`config.mk`:
```
export PLATFORM = sky130hd
export DESIGN_NAME = iterative_mdu
export DESIGN_NICKNAME = d
export VERILOG_FILES = /design/src/rtl/iterative_mdu.sv
export SDC_FILE = /design/constraint.sdc
export NUM_CORES = 1
export LEC_CHECK = 0
export BUFFER_PORTS_ARGS = -buffer_cell sky130_fd_sc_hd__buf_2
export CAP_MARGIN = 30
export CELL_PAD_IN_SITES_DETAIL_PLACEMENT = 1
export CELL_PAD_IN_SITES_GLOBAL_PLACEMENT = 2
export CORE_MARGIN = 5
export CORE_UTILIZATION = 40
export CTS_CLUSTER_DIAMETER = 150
export CTS_CLUSTER_SIZE = 14
export DETAILED_ROUTE_END_ITERATION = 10
export GPL_TIMING_DRIVEN = 0
export PLACE_DENSITY = 0.85
export SKIP_LAST_GASP = 1
export SYNTH_ARGS = -nofsm -noshare
export SYNTH_HDL_FRONTEND = slang
export SYNTH_SLANG_ARGS = --single-unit
```
`constraint.sdc`:
```
create_clock -name clk -period 6.5 [get_ports clk]
set_input_delay 0.325 -clock clk [delete_from_list [all_inputs] [get_ports clk]]
set_output_delay 0.325 -clock clk [all_outputs]
set_load 0.03 [all_outputs]
```
`src/rtl/iterative_mdu.sv`:
```
// iterative_mdu: multi-cycle RV32M multiply/divide unit.
// Shift-add multiplier and restoring divider share one adder and one
// iteration counter. The core is frozen via stall_o while an op is running.
// Optional build macro MDU_EARLY_OUT_EN: divide-by-zero, signed overflow
// and multiply-by-zero skip CALC/FIX and finish straight from PREP.
//
// state  | meaning
// -------+------------------------------------------------------------
// IDLE   | waiting for start_i; operands and sign flags latched on start
// PREP   | clear accumulator/remainder/counter, flag special divides
// CALC   | one multiply or divide iteration per cycle, DATA_WIDTH cycles
// FIX    | sign correction and special-case overrides, load result_o
// DONE   | done_o high for one cycle, start_i ignored
module iterative_mdu #(
  parameter int DATA_WIDTH = 32
) (
  input  logic                  clk,
  input  logic                  reset,
  input  logic                  start_i,
  input  logic [2:0]            funct3_i,
  input  logic [DATA_WIDTH-1:0] rs1_data_i,
  input  logic [DATA_WIDTH-1:0] rs2_data_i,
  output logic                  busy_o,
  output logic                  stall_o,
  output logic                  done_o,
  output logic [DATA_WIDTH-1:0] result_o
);
  localparam int W  = DATA_WIDTH;
  localparam int CW = $clog2(W);
  localparam logic [W-1:0] MIN_NEG = {1'b1, {(W-1){1'b0}}};

  typedef enum logic [2:0] {S_IDLE, S_PREP, S_CALC, S_FIX, S_DONE} state_t;

  state_t          state_q;
  logic [2:0]      f3_q;
  logic            sgn1_q, sgn2_q;
  logic [W-1:0]    opa_q;     // multiplicand, or dividend shifting into quotient
  logic [W-1:0]    opb_q;     // multiplier (shifts right), or divisor
  logic [W-1:0]    rs1_q;     // raw rs1, the remainder for divide-by-zero
  logic [2*W-1:0]  acc_q;
  logic [W-1:0]    rem_q;
  logic [CW-1:0]   cnt_q;
  logic            div_zero_q, div_ovf_q;

  logic            sgn1_in, sgn2_in;
  logic [W-1:0]    mag1_in, mag2_in;
  logic            dz_c, ovf_c;
  logic [W+1:0]    add_a, add_b, add_sum;
  logic            add_sub;
  logic [2*W-1:0]  mul_prod;
  logic [W-1:0]    fix_res;

  // Sign flags and magnitudes of the incoming operands for the IDLE latch
  always_comb begin
    sgn1_in = rs1_data_i[W-1] & ((funct3_i == 3'b001) | (funct3_i == 3'b010) |
                                 (funct3_i == 3'b100) | (funct3_i == 3'b110));
    sgn2_in = rs2_data_i[W-1] & ((funct3_i == 3'b001) | (funct3_i == 3'b100) |
                                 (funct3_i == 3'b110));
    mag1_in = sgn1_in ? -rs1_data_i : rs1_data_i;
    mag2_in = sgn2_in ? -rs2_data_i : rs2_data_i;
  end

  // Special divide cases, judged from the latched magnitudes and signs
  always_comb begin
    dz_c  = f3_q[2] & (opb_q == '0);
    ovf_c = f3_q[2] & ~f3_q[0] & sgn1_q & sgn2_q &
            (opa_q == MIN_NEG) & (opb_q == W'(1));
  end

  // Shared adder: accumulate for multiply, trial-subtract for divide
  always_comb begin
    add_sub = f3_q[2];
    if (f3_q[2]) begin
      add_a = {1'b0, rem_q, opa_q[W-1]};
      add_b = {2'b00, opb_q};
    end else begin
      add_a = {2'b00, acc_q[2*W-1:W]};
      add_b = {2'b00, opa_q};
    end
    add_sum = add_a + (add_sub ? ~add_b : add_b) + {{(W+1){1'b0}}, add_sub};
  end

  // Final sign correction and special-case overrides
  always_comb begin
    mul_prod = (sgn1_q ^ sgn2_q) ? -acc_q : acc_q;
    fix_res  = '0;
    if (!f3_q[2]) begin
      fix_res = (f3_q[1:0] == 2'b00) ? mul_prod[W-1:0] : mul_prod[2*W-1:W];
    end else if (!f3_q[1]) begin
      if (div_zero_q)     fix_res = '1;
      else if (div_ovf_q) fix_res = MIN_NEG;
      else                fix_res = (sgn1_q ^ sgn2_q) ? -opa_q : opa_q;
    end else begin
      if (div_zero_q)     fix_res = rs1_q;
      else if (div_ovf_q) fix_res = '0;
      else                fix_res = sgn1_q ? -rem_q : rem_q;
    end
  end

`ifdef MDU_EARLY_OUT_EN
  logic         fast_c;
  logic [W-1:0] ovr_val;

  // Early-out detection and the result it finishes with
  always_comb begin
    fast_c  = dz_c | ovf_c | (~f3_q[2] & ((opa_q == '0) | (opb_q == '0)));
    ovr_val = '0;
    if (dz_c)       ovr_val = f3_q[1] ? rs1_q : '1;
    else if (ovf_c) ovr_val = f3_q[1] ? '0 : MIN_NEG;
  end
`endif

  // Freeze the core from the start request until DONE is entered
  assign stall_o = (start_i & (state_q == S_IDLE)) | (state_q == S_PREP) |
                   (state_q == S_CALC) | (state_q == S_FIX);

  // Sequencer and datapath registers
  always_ff @(posedge clk or negedge reset) begin
    if (!reset) begin
      state_q    <= S_IDLE;
      f3_q       <= '0;
      sgn1_q     <= 1'b0;
      sgn2_q     <= 1'b0;
      opa_q      <= '0;
      opb_q      <= '0;
      rs1_q      <= '0;
      acc_q      <= '0;
      rem_q      <= '0;
      cnt_q      <= '0;
      div_zero_q <= 1'b0;
      div_ovf_q  <= 1'b0;
      busy_o     <= 1'b0;
      done_o     <= 1'b0;
      result_o   <= '0;
    end else begin
      case (state_q)
        S_IDLE: begin
          if (start_i) begin
            state_q <= S_PREP;
            busy_o  <= 1'b1;
            f3_q    <= funct3_i;
            sgn1_q  <= sgn1_in;
            sgn2_q  <= sgn2_in;
            opa_q   <= mag1_in;
            opb_q   <= mag2_in;
            rs1_q   <= rs1_data_i;
          end
        end
        S_PREP: begin
          acc_q      <= '0;
          rem_q      <= '0;
          cnt_q      <= '0;
          div_zero_q <= dz_c;
          div_ovf_q  <= ovf_c;
`ifdef MDU_EARLY_OUT_EN
          if (fast_c) begin
            result_o <= ovr_val;
            done_o   <= 1'b1;
            state_q  <= S_DONE;
          end else begin
            state_q  <= S_CALC;
          end
`else
          state_q    <= S_CALC;
`endif
        end
        S_CALC: begin
          if (!f3_q[2]) begin
            if (opb_q[0]) acc_q <= {add_sum[W:0], acc_q[W-1:1]};
            else          acc_q <= {1'b0, acc_q[2*W-1:1]};
            opb_q <= {1'b0, opb_q[W-1:1]};
          end else if (!add_sum[W+1]) begin
            rem_q <= add_sum[W-1:0];
            opa_q <= {opa_q[W-2:0], 1'b1};
          end else begin
            rem_q <= {rem_q[W-2:0], opa_q[W-1]};
            opa_q <= {opa_q[W-2:0], 1'b0};
          end
          cnt_q <= cnt_q + CW'(1);
          if (cnt_q == CW'(W-1)) state_q <= S_FIX;
        end
        S_FIX: begin
          result_o <= fix_res;
          done_o   <= 1'b1;
          state_q  <= S_DONE;
        end
        S_DONE: begin
          done_o  <= 1'b0;
          busy_o  <= 1'b0;
          state_q <= S_IDLE;
        end
        default: begin
          done_o  <= 1'b0;
          busy_o  <= 1'b0;
          state_q <= S_IDLE;
        end
      endcase
    end
  end
endmodule
```
# Word-level counts from Yosys, hierarchy flattened
# Cells that the tools add are included.
dict set report totals {
  ff_bits 241
  latchBits 0
  ram_bits 0
  mem_bits_ro 0
  input_bits 70
  out_inout_bits 35
  elab_cells 107
  n_memories 0
}
dict set report classes {
  addsub 8
  mul 0
  n_div 0
  order_cmp 0
  eq_ne 14
  n_shift 0
  mux 35
  n_bitwise 21
  n_reduce_logical 14
}
# cell n
set ops {}
lappend ops {{two-way mux 32 bit} 18}
lappend ops {{two-way mux 64 bit} 3}
lappend ops {{case mux 32 bit (2 select lines)} 3}
lappend ops {{negator 32 bit} 4}
lappend ops {{case mux 64 bit (2 select lines)} 1}
lappend ops {{negator 64 bit} 1}
lappend ops {{adder 34 x 1 -> 34 bit} 1}
lappend ops {{adder 34 bit} 1}
lappend ops {{two-way mux 34 bit} 1}
lappend ops {{NOT 34 bit} 1}
lappend ops {{two-way mux 33 bit} 1}
lappend ops {{== test 32 x 1 -> 1 bit (second input constant)} 1}
lappend ops {{== test 32 bit (second input constant)} 1}
lappend ops {{zero test 32 bit} 1}
lappend ops {{case mux 3 bit (4 select lines)} 1}
lappend ops {{case mux 5 bit (2 select lines)} 1}
lappend ops {{AND reduction 2 bit} 5}
lappend ops {{bitwise AND 1 bit} 9}
lappend ops {{== test 3 x 2 -> 1 bit (second input constant)} 3}
lappend ops {{OR 1 bit} 8}
lappend ops {{== test 3 x 1 -> 1 bit (second input constant)} 2}
lappend ops {{== test 3 bit (second input constant)} 2}
lappend ops {{two-way mux 3 bit} 2}
lappend ops {{inequality test 2 bit (second input constant)} 3}
lappend ops {{other kinds (12)} 18}

# Depth between registers and ports, before layout
# Gate-level depths: netlist of the first run.
dict set report depth {
  ltp_word 8
  mapped_depth 17
  depth_no_buf 12
}

# Least setup slack after synthesis of the first run
# Ideal clock, no wire load.
dict set report synth_timing {
  kind {register -> register}
  start {register f3_q[2]}
  end {register acc_q[55]}
  setup_ns 0.135
  arrival_time_ns 4.302
  t_required_ns 6.365
  setup_slack_ns 2.063
  stages_incl_launch_ff 15
  path_buffers 4
  period_less_slack_ns 4.437
  path_cell_list {dfrtp_1 clkbuf_1 clkbuf_1 clkbuf_1 clkbuf_1 mux2_2 ha_1 a21oi_1 nor2_1 a2111oi_0 a21boi_1 a2111oi_2 o21ai_1 a311oi_1 o21ai_0}
}
dict set report synth_between {
  elab_chain_cells 8
  word_cells_on_any_way 11
  cone_classes {2 x add/sub; 1 x eq/ne; 6 x mux; 1 x bitwise; 1 x reduce/logical}
}
# item line_no
set synth_rtl {}
lappend synth_rtl {{start: declaration} 35} ;# logic [2:0] f3_q;
lappend synth_rtl {{start signal: assignment} 141} ;# f3_q <= funct3_i;
lappend synth_rtl {{two-way mux 32 bit} 73} ;# if (f3_q[2]) begin
lappend synth_rtl {{NOT 34 bit} 80} ;# add_sum = add_a + (add_sub ? ~add_b : add_b) + {{(W+1){1'b0}}, add_sub};
lappend synth_rtl {{two-way mux 34 bit} 80}
lappend synth_rtl {{adder 34 bit} 80}
lappend synth_rtl {{adder 34 x 1 -> 34 bit} 80}
lappend synth_rtl {{two-way mux 64 bit} 169} ;# if (opb_q[0]) acc_q <= {add_sum[W:0], acc_q[W-1:1]};
lappend synth_rtl {{two-way mux 64 bit} 168} ;# if (!f3_q[2]) begin
lappend synth_rtl {{case mux 64 bit (2 select lines)} 136} ;# case (state_q)
lappend synth_rtl {{end signal: assignment} 169}
lappend synth_rtl {{end signal: assignment} 170} ;# else acc_q <= {1'b0, acc_q[2*W-1:1]};
lappend synth_rtl {{end: declaration} 40} ;# logic [2*W-1:0] acc_q;
# Several ways; a longest one is shown, not always the timed one. The select of a mux whose other input is x is not followed.
# A chain may end at the register's enable or synchronous reset.

# Worst setup path in the final report of the first run
# Ends and elaborated chain as after synthesis.

==> results of run 1 <==
==> worst max-delay path by stage <==
stage | slack, ns | end | startpoint
4_1_cts | 0.10 | acc_q[55] | f3_q[2]
3_5_place_dp | 0.03 | acc_q[55] | f3_q[2]
3_3_place_gp | 0.20 | acc_q[55] | f3_q[2]
2_1_floorplan | 2.06 | acc_q[55] | f3_q[2]
6_report | 0.41 | acc_q[55] | f3_q[2]
5_1_grt | 0.15 | acc_q[55] | f3_q[2]
==> routing by layer <==
layer,part of all wire (%),track usage [%],up-vias
met5,0.0092,0,-
met4,3.6,11.0,2
met3,7.5,5.24,134
met2,45,53.4,802
met1,44,46.7,9977
li1,-,-,8816
==> worst max-delay path, stage by stage (launching register included) <==
cell	delay, ns
dfrtp_1	0.33
clkbuf_1	0.50
clkbuf_2	0.43
clkbuf_2	0.40
clkbuf_1	0.55
mux2_2	0.45
ha_1	0.39
a21oi_1	0.23
nor2_1	0.06
a2111oi_1	0.56
a21boi_1	0.32
a2111oi_2	0.76
o21ai_1	0.25
a311oi_1	0.52
o21ai_0	0.17
==> flip-flops by register name (all words and copies together), names as in the netlist <==
register	flops
acc_q	64
opb_q	32
busy_o	1
div_ovf_q	1
opa_q	32
sgn1_q	1
result_o	32
done_o	1
f3_q	3
rem_q	32
div_zero_q	1
state_q	3
sgn2_q	1
cnt_q	5
rs1_q	32
==> layout make-up <==
class                           count  area (um2)
Antenna cell                        1        2.50
Buffer                            199         776
Clock buffer                       21         526
Clock inverter                      2        25.0
Fill cell                        5653       25100
Inverter                           42         158
Multi-Input combinational cell   1892       11400
Sequential cell                   241        6030
Tap cell                          600         751
Timing Repair Buffer              113         651
==> what timing repair did <==
item	in CTS	in global routing
endpoints found under the hold margin	63	0
resized for setup	1	8
setup endpoints to repair	1	4
pin swaps	0	0
hold buffers	5	0
cloned	0	0
==> cells in the final DEF (no fill, tap or decap), types with 8 or more instances in the layout <==
| cell type | instances |
|---|---|
| nor2_1 | 181 |
| and2_1 | 11 |
| a21o_1 | 9 |
| o211ai_1 | 46 |
| a21oi_1 | 214 |
| ha_1 | 38 |
| nor2b_1 | 10 |
| xor2_1 | 87 |
| nor4_1 | 26 |
| nand2b_1 | 12 |
| nand2_1 | 338 |
| a32oi_1 | 17 |
| o311ai_0 | 8 |
| or2_2 | 8 |
| or4_1 | 16 |
| nor3_1 | 45 |
| clkbuf_16 | 21 |
| o21a_1 | 10 |
| nand4_1 | 46 |
| dfrtp_1 | 241 |
| xnor2_1 | 98 |
| inv_1 | 40 |
| buf_2 | 108 |
| a211oi_1 | 10 |
| buf_1 | 22 |
| nand3_1 | 132 |
| a31oi_1 | 31 |
| mux2_2 | 34 |
| and3_1 | 11 |
| a221o_1 | 14 |
| o41ai_1 | 19 |
| mux2i_1 | 23 |
| clkbuf_1 | 164 |
| o31ai_1 | 30 |
| o21ai_0 | 234 |
| nor3b_1 | 9 |
| or3_1 | 31 |
==> logic make-up after synthesis <==
family / after synthesis / share of synthesized area, %
and+or+nand+nor: 900 / 23.2
AOI/OAI and AO/OA: 711 / 23.9
buffers and inverters: 241 / 5.07
muxes: 57 / 3.35
adders and majority gates: 39 / 2.70
DFF: 241 / 32.9
xor gates and xnor gates: 185 / 8.84
==> cell usage after synthesis, types with 5 or more instances <==
cell       count  area (um2)
nand2_1      338        1270
dfrtp_1      241        6030
o21ai_0      234        1170
a21oi_1      214        1070
nor2_1       181         679
clkbuf_1     168         631
nand3_1      132         661
xnor2_1       98         858
xor2_1        87         762
nand4_1       46         288
o211ai_1      46         345
nor3_1        45         225
inv_1         40         150
ha_1          38         475
mux2_2        34         383
a31oi_1       31         194
or3_1         31         194
o31ai_1       30         225
nor4_1        26         163
mux2i_1       23         230
buf_1         22        82.6
o41ai_1       19         166
a32oi_1       17         149
or4_1         16         120
a221o_1       14         140
nand2b_1      12        75.1
and2_1        11        68.8
and3_1        11        68.8
a211oi_1      10        75.1
nor2b_1       10        62.6
o21a_1        10        75.1
a21o_1         9        67.6
nor3b_1        9        67.6
o311ai_0       8        70.1
or2_2          8        50.1
o2111ai_1      6        52.6
o21ai_1        6        30.0
a22oi_1        5        37.5
buf_2          5        25.0
nor4b_1        5        43.8
o21bai_1       5        37.5
==> metrics by stage <==
step	power, mW	util [%]	cells	cell area (um2)
after floorplan	8.31	-	2374	18300
after global placement	11.5	43.2	3078	19600
after detailed placement	11.8	43.4	3082	19700
after CTS	13.0	44.7	3110	20300
after global routing	14.0	44.7	3110	20300
final	13.3	44.7	3111	20300
==> report_power, final <==
part           total [mW]  switching, mW  internal, mW
clock network        1.21          0.632         0.580
registers            2.94          0.869          2.07
logic                9.14           6.30          2.84
==> metrics.txt, run 1 <==
status=finished clean; Worst Setup End Kind=register; r2r worst-path depth=14; largest net degree at the start of global routing=114; YS warnings=0; Worst-Skew Late Latency=0.55 ns; total number of vias=19700; post-DR vias/cell=6.34; GRT Total Usage=about a third; maximum root-to-sink buffer count=3; Initial Util=40.4%; RSZ-0062 raised after global routing=no; vias in the first global route=19800; final wirelength=between 80000 and 90000 um; setup slack after layout=between 0.4 and 0.5 ns; Reg2Reg Setup Slack=0.41 ns; setup TNS=0 ns; Hold Path Origin=rs1_data_i[5]; Gate Count Post-Synth=2374; Slew headroom=34.7%; Syn Nets=2483; max-capacitance violation count=0; Pins Over Slew Limit=0; dpl ws=0.0255 ns; Critical Path AT=6.50 ns; Die Area=50200 um2; hold_ws=between 0.02 and 0.03 ns; Hold Fails Final Rpt=0; CTS tree=built; fmax=164 MHz; leakage power=8.50 nW; ANT nets after route=0; I/O pin count=between 100 and 150; worst hold stages=3; FF-to-FF End=acc_q[55]; flops & latches, synth=241; Worst EP required=between 6 and 7 ns; crit path launch type=register; post-synth cell types=77; most used flip-flop cell after synthesis=dfrtp_1; worst hold path class=input port to register; layout cells sized above 1=under 10%; pwr dens=655 nW/um2; Worst-Margin Slew=0.971 ns; setup repair bufs after CTS=0; post-synthesis sequential area ratio=32.9%; DRC violations left=0; Worst VDD drop=0.000235 V; total CTS buffers=21; TritonCTS Sinks=about 240; synthesis-to-finish area growth=10.7%; first-pass GRT wire length=about 130000 um; fin nets=around 2600; skew final=about 0.022 ns; antenna violations before repair=1; Setup-failing EPs final=0; synthesized area=~18000 um2; number of synthesized flops with an enable pin=0; FFs w/ async S/R, synth=between 90% and 100%; # rows=78; grt total ovfl=0; Crit Path Max Fanout=10; Core ar.=45400 um2; Final Cycle Share=93.8%; Reg clk slew, reported paths=0.08 ns; Final HPWL DP=69000 um; Die W=224 um; Die Span Y=approximately 220 um; minimum clock period=6.09 ns; H-tree lvl count=1; port bufs=around 100; Final Wtd Congestion=0.989; 1st-pass router iterations=7; DR iter-0 viols=approximately 1700; hold path endpoint=rs1_q[5]; clock root buffer master=clkbuf_16; CP Class=register to register; WL per Instance=between 20 and 30 um; worst reg2reg path startpoint=f3_q[2]; Mean Syn Cell Area=7.72 um2
(Power assumes the default switching activity.)
==> run 2: changes to the inputs <==
==> constraint.sdc (replaced) <==
create_clock -name clk -period 7.15 [get_ports clk]
set_input_delay 0.3575 -clock clk [delete_from_list [all_inputs] [get_ports clk]]
set_output_delay 0.3575 -clock clk [all_outputs]
set_load 0.03 [all_outputs]
==> metrics.txt, run 2 (same netlist as run 1, synthesis figures left out) <==
CP Class=register to register; pwr dens=596 nW/um2 (-8.9%); Reg with most FFs=acc_q; clock root buffer master=clkbuf_16; TritonCTS Sinks=241 (unchanged); leakage power=8.47 nW (-0.34%); Antenna diodes=0 (-1); # rows=78 (unchanged); first-pass GRT wire length=129000 um (about the same); Die Area=50200 um2 (unchanged); GRT Total Usage=33.5% (about the same); total CTS buffers=21 (unchanged); Die W=224 um (unchanged); fin nets=2615 (-0.15%); ANT nets after route=0 (unchanged); synthesis-to-finish area growth=10.5%; Final HPWL DP=69000 um (unchanged); status=finished clean; Slew headroom=29.1% (-5.6 points); DR iter-0 viols=1717 (+3.5%); post-DR vias/cell=6.34 (about the same); grt total ovfl=0 (unchanged); worst hold path class=input port to register; Worst VDD drop=0.000213 V (-9.5%); WL per Instance=28.0 um (+0.16%); RSZ-0062 raised after global routing=no; Worst Setup End Kind=register; layout cells sized above 1=8.02% (-0.15 points); non-filler cells, final=3106 (-0.16%); fill count=5660 (+0.12%); final wirelength=87000 um (about the same); max-capacitance violation count=0 (unchanged); 1st-pass router iterations=5 (-2); skew final=0.0243 ns (+0.00204 ns); antenna violations before repair=1 (unchanged); Final Wtd Congestion=0.989 (unchanged); vias in the first global route=19800 (-0.020%); Largest register FFs=64 (unchanged); Initial Util=40.4% (unchanged); minimum clock period=6.68 ns (+0.587 ns); Critical Path AT=7.09 ns (+0.59 ns); setup TNS=0 ns (unchanged); commonest cells after routing, fill and taps aside=nand2_1, dfrtp_1, o21ai_0, a21oi_1, nor2_1; Worst EP required=7.56 ns (+0.65 ns); DRC violations left=0 (unchanged); crit path launch type=register; largest net degree at the start of global routing=114 (unchanged); maximum root-to-sink buffer count=3 (unchanged); multi-input logic area=11400 um2 (about the same); Core ar.=45400 um2 (unchanged); Seq. cell area=6030 um2 (unchanged); H-tree lvl count=1 (unchanged); Worst-Skew Late Latency=0.56 ns (about the same); I/O pin count=105 (unchanged); Worst-Margin Slew=1.06 ns (+0.0922 ns); port bufs=104 (unchanged); Setup-failing EPs final=0 (unchanged); Final Cycle Share=93.5% (-0.31 points); CTS tree=built; fmax=150 MHz (-8.8%); most common cell after layout, fill and taps aside=nand2_1; Crit Path Max Fanout=10 (unchanged); Reg clk slew, reported paths=0.08 ns (about the same); total number of vias=19700 (-0.25%); Hold Fails Final Rpt=0 (unchanged); placed cells=3082 (unchanged); Die Span Y=224 um (unchanged); Pins Over Slew Limit=0 (unchanged)
## run 2: cell types whose count changed in the layout (fill, tap and decap cells not counted)
| cell | previous run | this run |
|---|---|---|
| diode_2 | 1 | 0 |
| clkbuf_1 | 164 | 168 |
| a2111oi_0 | 2 | 3 |
| a2111oi_1 | 1 | 0 |
| dlygate4sd3_1 | 5 | 1 |
| clkbuf_2 | 6 | 2 |
## run 2: area by class of cell
cell class / count / share of cell area, %
multi-input cells: 1892 / 56.2
flip-flops and latches: 241 / 29.8
plain buffers: 199 / 3.81
well taps: 600 / 3.71
repair buffers: 109 / 3.02
clock buffers: 21 / 2.60
inverters: 42 / 0.779
clock inverters: 2 / 0.124
## run 2: repair_timing
action | 4_1_cts | 5_1_grt
setup buffers | 0 | 0
hold buffers | 1 | 0
gates resized for setup | 0 | 0
endpoints found under the hold margin | 59 | 0
## run 2: where the power goes
| part | leakage (nW) | switching, mW | internal [mW] |
|---|---|---|---|
| combinational | 5.09 | 5.72 | 2.58 |
| sequential | 3.11 | 0.787 | 1.88 |
| clock | 0.270 | 0.580 | 0.527 |
| total | 8.47 | 7.09 | 4.98 |
## run 2: worst max-delay path, stage by stage (launching register included)
cell	delay [ns]
dfrtp_1	0.33
clkbuf_1	0.47
clkbuf_1	0.59
clkbuf_1	0.67
clkbuf_1	0.57
mux2_2	0.45
ha_1	0.39
a21oi_1	0.23
nor2_1	0.06
a2111oi_0	0.70
a21boi_1	0.36
a2111oi_2	0.76
o21ai_1	0.25
a311oi_1	0.53
o21ai_0	0.17
## run 2: stage by stage
stage          utilization [%]  hold slack (ns)  area [um2]  worst slack [ns]  total power [mW]
4_1_cts                   44.6           0.0118       20200             0.626              11.8
3_5_place_dp              43.4            0.334       19700             0.676              10.7
5_1_grt                   44.6           0.0433       20200             0.184              12.7
6_report                  44.6           0.0327       20200             0.468              12.1
3_3_place_gp              43.2            0.463       19600             0.851              10.5
2_1_floorplan                -           0.0619       18300              2.71              7.56
## run 2: per-layer routing
| metal | up-vias | track usage (%) | routed length [um] |
|---|---|---|---|
| met2 | 759 | 53.3 | 39300 |
| li1 | 8789 | - | - |
| met1 | 9983 | 46.7 | 38400 |
| met3 | 148 | 5.24 | 6070 |
| met5 | - | 0 | 8 |
| met4 | 2 | 11.0 | 3280 |
## run 2: worst paths after layout
path	start	endpoint	slack (ns)	cells past startpoint
min in group asynchronous	reset	rs1_q[20]	0.32	2
setup reg to reg	f3_q[2]	acc_q[55]	0.47	14
max in group asynchronous	reset	rem_q[26]	5.81	3
hold / removal	rs1_data_i[21]	rs1_q[21]	0.03	3
setup / recovery	f3_q[2]	acc_q[55]	0.47	14
hold reg to reg	result_o[20]	result_o[20]	0.49	2
